## config.mk

```make
export PLATFORM = sky130hd
export DESIGN_NAME = mod_n_counter
export DESIGN_NICKNAME = d
export VERILOG_FILES = /design/src/rtl/mod_counter_pkg.sv /design/src/rtl/mod_next_value.sv /design/src/rtl/mod_n_counter.sv
export SDC_FILE = /design/constraint.sdc
export NUM_CORES = 1
export LEC_CHECK = 0
export BUFFER_PORTS_ARGS = -buffer_cell sky130_fd_sc_hd__buf_4
export CAP_MARGIN = 20
export CORE_UTILIZATION = 54
export DETAILED_ROUTE_END_ITERATION = 6
export PLACE_DENSITY_LB_ADDON = 0.15
export SETUP_SLACK_MARGIN = 0.05
export SLEW_MARGIN = 20
export SYNTH_ARGS = -nofsm -noshare
export SYNTH_HDL_FRONTEND = slang
export SYNTH_HIERARCHICAL = 1
export SYNTH_SLANG_ARGS = --single-unit
```

## constraint.sdc

```tcl
create_clock -name clk -period 3.75 [get_ports clk]
set_input_delay 0.1875 -clock clk [delete_from_list [all_inputs] [get_ports clk]]
set_output_delay 0.1875 -clock clk [all_outputs]
set_load 0.02 [all_outputs]
```

## src/rtl/mod_counter_pkg.sv

```systemverilog
// Shared defaults and width helper for the modulo-N counter family.
package mod_counter_pkg;

  localparam int unsigned DEFAULT_MODULUS = 31;
  localparam int unsigned DEFAULT_WRAP_W  = 8;

  // A 1-bit count is still needed for MODULUS == 2 (and a degenerate MODULUS == 1).
  function automatic int unsigned clog2_safe(input int unsigned n);
    return (n <= 2) ? 1 : int'($clog2(n));
  endfunction

endpackage

```

## src/rtl/mod_next_value.sv

```systemverilog
// Combinational successor/predecessor of a modulo-MODULUS count, with terminal detect.
module mod_next_value
  import mod_counter_pkg::*;
#(
  parameter int unsigned MODULUS = DEFAULT_MODULUS,
  parameter int unsigned WIDTH   = clog2_safe(MODULUS)
) (
  input  logic [WIDTH-1:0] count,
  input  logic             up_dn,
  output logic [WIDTH-1:0] next,
  output logic             at_terminal
);

  localparam logic [WIDTH-1:0] MaxVal = WIDTH'(MODULUS - 1);

  // Wrap is taken explicitly so non-power-of-two moduli never leave 0..MODULUS-1.
  always_comb begin
    at_terminal = up_dn ? (count == MaxVal) : (count == '0);
    if (at_terminal) begin
      next = up_dn ? '0 : MaxVal;
    end else begin
      next = up_dn ? (count + 1'b1) : (count - 1'b1);
    end
  end

endmodule

```

## src/rtl/mod_n_counter.sv

```systemverilog
// Registered, loadable up/down modulo-N counter with cascade terminal count,
// saturating wrap counter and out-of-range load flag.
module mod_n_counter
  import mod_counter_pkg::*;
#(
  parameter int unsigned MODULUS = DEFAULT_MODULUS,
  parameter int unsigned WIDTH   = clog2_safe(MODULUS),
  parameter int unsigned WRAP_W  = DEFAULT_WRAP_W
) (
  input  logic              clk,
  input  logic              rst_n,
  input  logic              clr,
  input  logic              load,
  input  logic [WIDTH-1:0]  load_val,
  input  logic              en,
  input  logic              up_dn,
  output logic [WIDTH-1:0]  count,
  output logic              tc,
  output logic [WRAP_W-1:0] wrap_cnt,
  output logic              load_err
);

  localparam logic [WIDTH-1:0] MaxVal = WIDTH'(MODULUS - 1);

  logic [WIDTH-1:0]  count_q, count_d;
  logic [WIDTH-1:0]  step_val;
  logic              at_terminal;
  logic [WRAP_W-1:0] wrap_q, wrap_d;
  logic              load_err_q, load_err_d;

  mod_next_value #(
    .MODULUS (MODULUS),
    .WIDTH   (WIDTH)
  ) u_next (
    .count       (count_q),
    .up_dn       (up_dn),
    .next        (step_val),
    .at_terminal (at_terminal)
  );

  // Zero-latency so a following stage can use it directly as its enable.
  assign tc = en & at_terminal;

  always_comb begin
    count_d    = count_q;
    wrap_d     = wrap_q;
    load_err_d = 1'b0;
    if (clr) begin
      count_d = '0;
      wrap_d  = '0;
    end else if (load) begin
      if (load_val > MaxVal) begin
        count_d    = MaxVal;
        load_err_d = 1'b1;
      end else begin
        count_d = load_val;
      end
    end else if (en) begin
      count_d = step_val;
      if (at_terminal && (wrap_q != '1)) begin
        wrap_d = wrap_q + 1'b1;
      end
    end
  end

  always_ff @(posedge clk) begin
    if (!rst_n) begin
      count_q    <= '0;
      wrap_q     <= '0;
      load_err_q <= 1'b0;
    end else begin
      count_q    <= count_d;
      wrap_q     <= wrap_d;
      load_err_q <= load_err_d;
    end
  end

  assign count    = count_q;
  assign wrap_cnt = wrap_q;
  assign load_err = load_err_q;

endmodule

```

==> key figures <==
Final layout
  • Share of layout cells above drive strength 1: roughly 27%
  • FILL cells: ~120
  • Area delta synth->final: 25.2%
  • Design area: around 1100 um2
  • Seq. cell area: 280 um2
  • Final nets: between 100 and 150
  • Area taken by multi-input logic gates: 573 um2
  • Number of diodes: 0

Worst hold path
  • Hold crit path type: primary input to flop
  • Hold depth: 3

Logic synthesis
  • Register area share after synthesis: between 30% and 40%
  • Post-synth top flop: dfxtp_1
  • Async SR Flop Fraction: 0%
  • Post-synthesis cell type count: 34
  • EDFF count, synth: 0
  • Synth warnings: 6
  • Synth Cell Area: slightly below 900 um2
  • Yosys top cell area share: between 30% and 40%
  • Synth area leaders: dfxtp_1 31%, nor2_1 8.0%, mux2i_1 6.7%
  • Leading area contributor after synthesis: dfxtp_1
  • Mean Syn Cell Area: approximately 8.6 um2
  • Syn_nets: 120
  • Yosys reg bits: 14
  • Post-Synthesis Cells: around 100

Timing
  • Max_slew headroom: 64.2%
  • Unrepaired setup endpoints after global routing: false
  • Count of final hold-check violations: 0
  • Period minus WS final: between 2 and 2.5 ns
  • Worst-Margin Slew: approximately 0.54 ns
  • Fmax: around 0.48 GHz
  • Skew final: 0.00687 ns
  • Setup TNS: 0 ns
  • Max-slew violations: 0
  • Tcrit/Tclk final: 56.0%
  • Endpoints failing setup: 0

Floorplan
  • Die width: around 43 um
  • Num rows: 14
  • Ports: 26
  • Initial Util: between 50 and 60%
  • Chip height: 42.7 um
  • Die area: ~1800 um2
  • Core box area: roughly 1500 um2

Clock tree
  • H-tree levels: 1
  • Clock Root Buffer: clkbuf_4
  • CTS sink count: 14
  • PostCTS Resize Cnt: 0
  • Clk pin slew, worst setup/hold paths: about 0.09 ns
  • Setup bufs post-CTS: 0
  • Post-CTS Hold Buffers: 0
  • Number of CTS-inserted buffers: 3
  • TritonCTS clock tree: built
  • Clock Latency Late Sink: 0.28 ns
  • Clk buf depth: 2

Routing
  • WL/cell: ~13 um
  • Routed WL: 1830 um
  • Post-route ant nets: 0
  • Post-route DRC: 0
  • First-pass DRT Iterations: 4
  • Routed vias: 818
  • Drt via density: 5.60
  • DRT iter0 DRCs: 10

Worst setup path
  • Critical path buffer and inverter count: 0
  • Critical Path End Type: flop
  • Critical-path cell list: and3_1 > nand3_2 > a21oi_4 > nand3b_4 > a21o_4 > or4_1 > a21oi_1
  • CP startpoint kind: flop
  • Top cell family by delay on the critical path: simple AND/OR/NAND/NOR gates
  • R2r worst-path depth: 7
  • Worst path max stage delay: 0.46 ns
  • CP Depth: 7
  • CP max stage cell: or4_1
  • Crit Path Class: flop to flop
  • Worst path arrival time: approximately 2.3 ns
  • CP required: a little under 4 ns
  • Critical path peak fanout: 7

Global routing
  • Remaining Overflow, GRT: 0
  • Total track usage: a little under a quarter
  • Pin count of the biggest net entering global routing: 16
  • Initial antenna violation count: 0
  • First-pass GRT wire length: 3110 um
  • Vias in the first global route: ~730

Pwr
  • Switching share of power: between 20% and 30%
  • Sw power: between 90 and 100 uW
  • Maximum vdd ir drop: roughly 250 uV
  • PD cells: 299 nW/um2
  • Reg power frac: 46.6%
  • Internal Power: approximately 240 uW
  • Comb power frac: 21.5%
  • Clock group share of total power: between 30% and 40%
  • Lkg Pwr: ~0.5 nW

Placed design
  • Routability cong.: approximately 0.90
  • Post-DP HPWL: approximately 1400 um
  • IO buf count: 25
  • DP Area: between 1000 and 1500 um2

Flow run
  • Max-cap viol count: 0

Outcome
  • Outcome: completed
## layout make-up
class                           instances  area share, %
Timing Repair Buffer                   25           16.8
Sequential cell                        14           25.0
Tap cell                               16           1.79
Clock buffer                            4           3.24
Inverter                                6           2.01
Multi-Input combinational cell         81           51.2
## worst register-to-register path: stages (launching register included)
cell,delay (ns)
dfxtp_1,0.45
and3_1,0.21
nand3_2,0.10
a21oi_4,0.27
nand3b_4,0.14
a21o_4,0.24
or4_1,0.46
a21oi_1,0.15
## placed cells by master (no fill, tap or decap), types with 2 or more instances in the layout
| cell | netlist | routed |
|---|---|---|
| o21ai_1 | 4 | 4 |
| xor2_1 | 3 | 3 |
| mux2i_1 | 6 | 6 |
| ha_1 | 4 | 4 |
| and3_1 | 2 | 2 |
| inv_1 | 6 | 6 |
| buf_4 | 0 | 25 |
| nand2b_1 | 2 | 2 |
| xnor2_1 | 5 | 5 |
| or4_1 | 2 | 2 |
| clkbuf_4 | 0 | 3 |
| nand2_1 | 4 | 4 |
| dfxtp_1 | 14 | 14 |
| a21oi_1 | 8 | 8 |
| o31ai_1 | 2 | 2 |
| nor2_1 | 19 | 19 |
| nand3_1 | 3 | 3 |
## worst paths after layout
kind | start | endpoint | slack (ns)
worst max-delay path | count[1] | wrap_cnt[5] | 1.65
worst min register to register | wrap_cnt[6] | wrap_cnt[6] | 0.50
worst max register to register | count[1] | wrap_cnt[5] | 1.65
worst min-delay path | load_val[4] | count[4] | 0.15
## cell usage after synthesis, types with 2 or more instances
cell	n
nor2_1	19
dfxtp_1	14
a21oi_1	8
inv_1	6
mux2i_1	6
xnor2_1	5
ha_1	4
nand2_1	4
o21ai_1	4
nand3_1	3
xor2_1	3
and3_1	2
clkbuf_1	2
nand2b_1	2
o31ai_1	2
or4_1	2
## sequential cells by signal, indices dropped and copies added (netlist names)
name	flops
wrap_cnt	8
count	5
load_err	1
## routing by layer
| layer | vias to the layer above | routed length [um] | GRT usage, % |
|---|---|---|---|
| met5 | - | 0 | 0 |
| li1 | 419 | - | - |
| met4 | 0 | 13 | 7.50 |
| met2 | 27 | 806 | 34.2 |
| met3 | 2 | 78 | 5.11 |
| met1 | 370 | 929 | 31.7 |
## through the flow
step	setup slack [ns]	cells	hold slack (ns)	power, mW	util, %
finish	1.65	146	0.147	0.335	73.5
global route	1.50	146	0.151	0.355	73.5
CTS	1.65	146	0.146	0.337	73.5
detailed placement	1.68	142	0.441	0.230	71.1
global placement	1.70	142	0.419	0.230	71.1
floorplan	1.71	104	0.306	0.208	-
## power by group through the flow
stage               Sequential (mW)  Combinational, mW  Clock, mW
finish                        0.156             0.0719      0.107
detailed placement            0.160             0.0709          0
CTS                           0.156             0.0714      0.109
global route                  0.157             0.0801      0.118
floorplan                     0.162             0.0460          0
global placement              0.159             0.0704          0
## logic make-up (layout without fill, tap and decap cells)
logic type                 Yosys count  in the layout  synth area share (%)
buffers and inverters                9             35                  4.62
xor gates and xnor gates             8              8                  7.83
AOI/OAI and AO/OA                   22             22                  17.2
muxes                                6              6                  6.71
and+or+nand+nor                     40             40                  24.5
DFF                                 14             14                  31.3
adders and majority gates            5              5                  7.83
Note: power is estimated with default switching activity, not from simulation.
